$ cat src/rtl/prio_encoder_rr.sv
// Registered N-input priority encoder with valid/ready handshake and a single-entry output register.
// Round-robin arbitration is compiled in only when PRIO_ENC_RR_EN is defined; otherwise fixed priority.
module prio_encoder_rr #(
   parameter  int N = 8,
   localparam int W = (N > 1) ? $clog2(N) : 1
) (
   input  logic         clk,
   input  logic         rst,
   input  logic [N-1:0] req,
   input  logic         in_valid,
   output logic         in_ready,
   input  logic         rr_mode,
   output logic [W-1:0] D,
   output logic         val,
   output logic         out_valid,
   input  logic         out_ready
);

   logic         out_valid_q, out_valid_d;
   logic [W-1:0] d_q, d_d;
   logic         val_q, val_d;
   logic [W-1:0] fix_idx;
   logic [W-1:0] win_idx;
   logic         use_rr;
   logic         accept_in;

   assign in_ready  = !out_valid_q || out_ready;
   assign accept_in = in_valid && in_ready;

   // Highest set index wins; later iterations override earlier ones.
   always_comb begin
      fix_idx = '0;
      for (int i = 0; i < N; i++) begin
         if (req[i]) fix_idx = W'(i);
      end
   end

`ifdef PRIO_ENC_RR_EN
   logic [W-1:0] last_q, last_d;
   logic [W-1:0] rr_idx;

   // Rank each request by its descending distance from last, in 1..N (last itself ranks N).
   always_comb begin
      int best_rank;
      int rank;
      rr_idx    = '0;
      best_rank = N + 1;
      rank      = 0;
      for (int i = 0; i < N; i++) begin
         rank = int'(last_q) - i;
         if (rank <= 0) rank = rank + N;
         if (req[i] && (rank < best_rank)) begin
            best_rank = rank;
            rr_idx    = W'(i);
         end
      end
   end

   assign use_rr  = rr_mode;
   assign win_idx = use_rr ? rr_idx : fix_idx;

   always_comb begin
      last_d = last_q;
      if (accept_in && use_rr && (|req)) last_d = rr_idx;
   end

   always_ff @(posedge clk) begin
      if (rst) last_q <= '0;
      else     last_q <= last_d;
   end
`else
   logic unused_rr_mode;
   assign unused_rr_mode = rr_mode;
   assign use_rr         = 1'b0;
   assign win_idx        = fix_idx;
`endif

   always_comb begin
      out_valid_d = out_valid_q;
      d_d         = d_q;
      val_d       = val_q;
      if (accept_in) begin
         out_valid_d = 1'b1;
         d_d         = win_idx;
         val_d       = |req;
      end else if (out_ready) begin
         out_valid_d = 1'b0;
      end
   end

   always_ff @(posedge clk) begin
      if (rst) begin
         out_valid_q <= 1'b0;
         d_q         <= '0;
         val_q       <= 1'b0;
      end else begin
         out_valid_q <= out_valid_d;
         d_q         <= d_d;
         val_q       <= val_d;
      end
   end

   assign out_valid = out_valid_q;
   assign D         = d_q;
   assign val       = val_q;

endmodule

$ cat config.mk
export PLATFORM = sky130hd
export DESIGN_NAME = prio_encoder_rr
export DESIGN_NICKNAME = d
export VERILOG_FILES = /design/src/rtl/prio_encoder_rr.sv
export SDC_FILE = /design/constraint.sdc
export NUM_CORES = 1
export LEC_CHECK = 0
export CORE_AREA = 10 10 47 49
export DETAILED_ROUTE_END_ITERATION = 12
export DIE_AREA = 0 0 57 59
export GPL_ROUTABILITY_DRIVEN = 1
export PLACE_DENSITY = 0.61
export SLEW_MARGIN = 20
export SYNTH_ARGS = -nofsm -noshare
export SYNTH_HDL_FRONTEND = slang
export SYNTH_SLANG_ARGS = --single-unit
$ cat constraint.sdc
create_clock -name clk -period 2.2 [get_ports clk]
set_input_delay 0.44 -clock clk [delete_from_list [all_inputs] [get_ports clk]]
set_output_delay 0.44 -clock clk [all_outputs]
set_load 0.005 [all_outputs]
==> After elaboration in Yosys (flattened, before gate mapping) <==
Index checks and enable logic that the tools add are counted.
{ "op_classes": {"n_mux": 9, "reduce_logical": 5} }
{ "op_table": {"columns": ["cell", "count"], "rows": [
  ["2-to-1 mux 3 bit", 6],
  ["OR reduction 8 bit", 1],
  ["2-to-1 mux 1 bit", 3],
  ["nonzero test 2 bit", 1],
  ["logical AND 1 bit", 1],
  ["logical NOT 1 bit", 1],
  ["logical OR 1 bit", 1]
]} }
{ "word_totals": {"output_inout_bits": 6, "elab_cells": 17, "ff_bits": 5, "input_bits": 13} }

==> Longest topological paths before layout <==
{ "logic_depth": {"word_depth": 7, "mapped_depth": 4, "depth_no_buf": 3} }

==> Least setup slack after synthesis <==
Ideal clock, no wire load.
{ "synth_path": {"path_type": "input-to-reg", "startpoint": "in out_ready", "endpoint": "reg d_q[0] (netlist: D[0])", "arrival_ps": 1103, "slack_ps": 1009, "setup_ps": 88, "cell_stages": 4, "n_path_buf": 1, "required_ps": 2112, "cell_sequence": "nand2b_1 -> clkbuf_2 -> and2_4 -> a311oi_2"} }
{ "synth_via": {"elab_chain_len": 2} }
{ "synth_lines": {"columns": ["element", "line_no", "source"], "rows": [
  ["start: declaration", "16", "input logic out_ready"],
  ["logical OR 1 bit", "27", "assign in_ready = !out_valid_q || out_ready;"],
  ["named net in_ready", "11", "output logic in_ready,"],
  ["logical AND 1 bit", "28", "assign accept_in = in_valid && in_ready;"],
  ["end signal: assignment", "94", "d_q <= '0;"],
  ["end signal: assignment", "98", "d_q <= d_d;"],
  ["end: declaration", "20", "logic [W-1:0] d_q, d_d;"]
]} }
The timed path passes the listed nets, and every way through them passes these cells.
A chain may end at the register's enable or synchronous reset.

==> Final worst setup path <==
{ "layout_path": {"startpoint": "in out_ready", "endpoint": "out in_ready"} }
{ "layout_via": {"elab_chain_len": 1} }
{ "layout_lines": {"columns": ["element", "line_no"], "rows": [
  ["logical OR 1 bit", "27"],
  ["end: declaration", "11"]
]} }
No other way between the ends.

==> flow_summary_export.csv <==
group,metric,value,unit
status,outcome,"finished clean",
clocking,cts_root_buf,"clkbuf_4",
setup_path,slowest_delay,0.51,ns
clocking,cts_tree,"done",
timing,final.setup_skew,0.000701,ns
setup_path,critical_path_class,"in -> out",
route,drtIter0Drc,9,
die,die_h,59,um
die,coreArea,1400,um2
clocking,cts.clk_slew.worst_paths,0.04,ns
route,drc_errors,0,
timing,hold_viol,0,
synth,synth_nets,41,
clocking,clock-sinks,5,
pwr,p_leak,0.175,nW
setup_path,end_kind,"output port",
finish,synthToLayoutAreaGrowth,90.7,%
global_routing,grt_usage,0.0489,
finish,fin_cells,65,
synth,syn_area_per_cell,8.62,um2
route,firstDrtPassIters,2,
setup_path,path_max_fanout,2,
global_routing,first_global_vias,309,
timing,finalCritPeriodShare,0.886,
clocking,cts_max_level,1,
finish,nets,63,
die,dieArea,3360,um2
setup_path,arrival,1.51,ns
clocking,numCtsBuffers,3,
setup_path,path_cells,"clkdlybuf4s50_1, nand2b_1, clkdlybuf4s50_1",
place,portBuffers,17,
global_routing,overflow,0,
die,row_count,14,
pwr,power_density,585,nW/um2
route,wirelength,754,um
synth,syn_area,241,um2
timing,tightest_slew,0.415,ns
route,route.detailed.vias_per_inst,4.46,
place,place_inst,61,
die,start_util,0.172,
global_routing,antenna_found_initial,0,
place,place.gp.congestion,0.643,
timing,drv_slew,0,
timing,rsz0062_at_grt,"no",
pwr,power,0.000270,W
clocking,clk_latency,0.24,ns
synth,yosys_warnings,0,
finish,final_common_cell,"clkdlybuf4s50_1",
setup_path,required,1.76,ns
timing,fmax,513,MHz
finish,drive_gt1_frac,0.122,
timing,slew_headroom,0.721,
setup_path,crit_top_cell,"clkdlybuf4s50_1",
global_routing,grt_max_degree,7,
timing,final.min_clock_period,1.95,ns
route,final_antenna_net_count,0,
timing,fin_tns_setup,0,ns
clocking,cts_hold_buf,0,
die,die_w,57,um
min_path,hold_class,"reg -> reg",
setup_path,path_delay_family,"buffers and inverters",
setup_path,crit_buf_inv,2,
synth,syn-instance-count,28,
finish,mostFrequentLayoutCells,"clkdlybuf4s50_1, dfxtp_1, a21oi_1",
finish,n_antenna_cell,0,
setup_path,start_kind,"input port",
synth,yosysUniqueCellTypes,13,
pwr,peakVddDrop,146,uV
timing,finalSetupViolations,0,
route,wl_per_cell,11.6,um
job,maxCapViolCount,0,
clocking,clock_path_buffers,2,
synth,synth_seq_cells,5,
route,vias,290,
synth,ys_seq_area_frac,0.415,
setup_path,cp_slowest_cell,"clkdlybuf4s50_1",
die,ios,19,
timing,hold_slack,0.520,ns
global_routing,grt_pass1_wl,1190,um
clocking,cts_resized,0,
clocking,cts_setup_buffers,0,
[stage by stage]
step	cell area (um2)	setup WS [ns]	utilization
after floorplan	241	1.01	-
after global placement	434	0.252	0.310
after detailed placement	434	0.246	0.310
after CTS	460	0.243	0.329
after global routing	460	0.198	0.329
final	460	0.251	0.329
[flip-flops by register name, indices dropped and copies added, names as in the netlist]
register   count
D              3
val            1
out_valid      1
[cell type report]
class | count | area (um2)
Multi-Input combinational cell | 19 | 125
Timing Repair Buffer | 18 | 178
Clock buffer | 4 | 26.3
Sequential cell | 5 | 100
Fill cell | 156 | 941
Tap cell | 16 | 20.0
Inverter | 3 | 11.3
[worst paths after layout]
check	from	to	slack [ns]	cells past startpoint
setup / recovery	out_ready	in_ready	0.25	3
hold / removal	val	val	0.52	2
setup reg to reg	out_valid	D[0]	1.15	4
hold reg to reg	val	val	0.52	2
[report_power, final]
| part | internal [W] | switching, W | total, W |
|---|---|---|---|
| clock network | 0.0000685 | 0.0000359 | 0.000104 |
| logic | 0.0000415 | 0.0000218 | 0.0000633 |
| registers | 0.0000983 | 0.00000360 | 0.000102 |
[cells by family (layout without fill, tap and decap cells)]
group	count (synthesis)	after routing	share of synthesized area
AOI/OAI and AO/OA	11	11	0.332
buffers and inverters	4	25	0.0673
DFF	5	5	0.415
and+or+nand+nor	8	8	0.187
[Yosys cell counts]
master	instances	area share
a211oi_1	1	0.031
a21oi_1	5	0.10
a221o_1	1	0.041
a311oi_1	2	0.073
a311oi_2	1	0.062
and2_4	1	0.036
clkbuf_2	1	0.021
dfxtp_1	5	0.41
inv_1	3	0.047
nand2b_1	2	0.052
nor2_1	3	0.047
nor4_1	2	0.052
o21ai_0	1	0.021
[layer usage]
| layer | track usage | wire length [um] | up-vias |
|---|---|---|---|
| met5 | 0 | 0 | - |
| met4 | 0.0604 | 10 | 0 |
| met3 | 0.0408 | 98 | 2 |
| met2 | 0.0574 | 277 | 16 |
| met1 | 0.0465 | 367 | 124 |
| li1 | - | - | 148 |
[worst min-delay path, stage by stage (launching register included)]
cell,delay (ns)
dfxtp_1,0.30
a21oi_1,0.11
a311oi_1,0.05
Note: power is estimated with default switching activity, not from simulation.
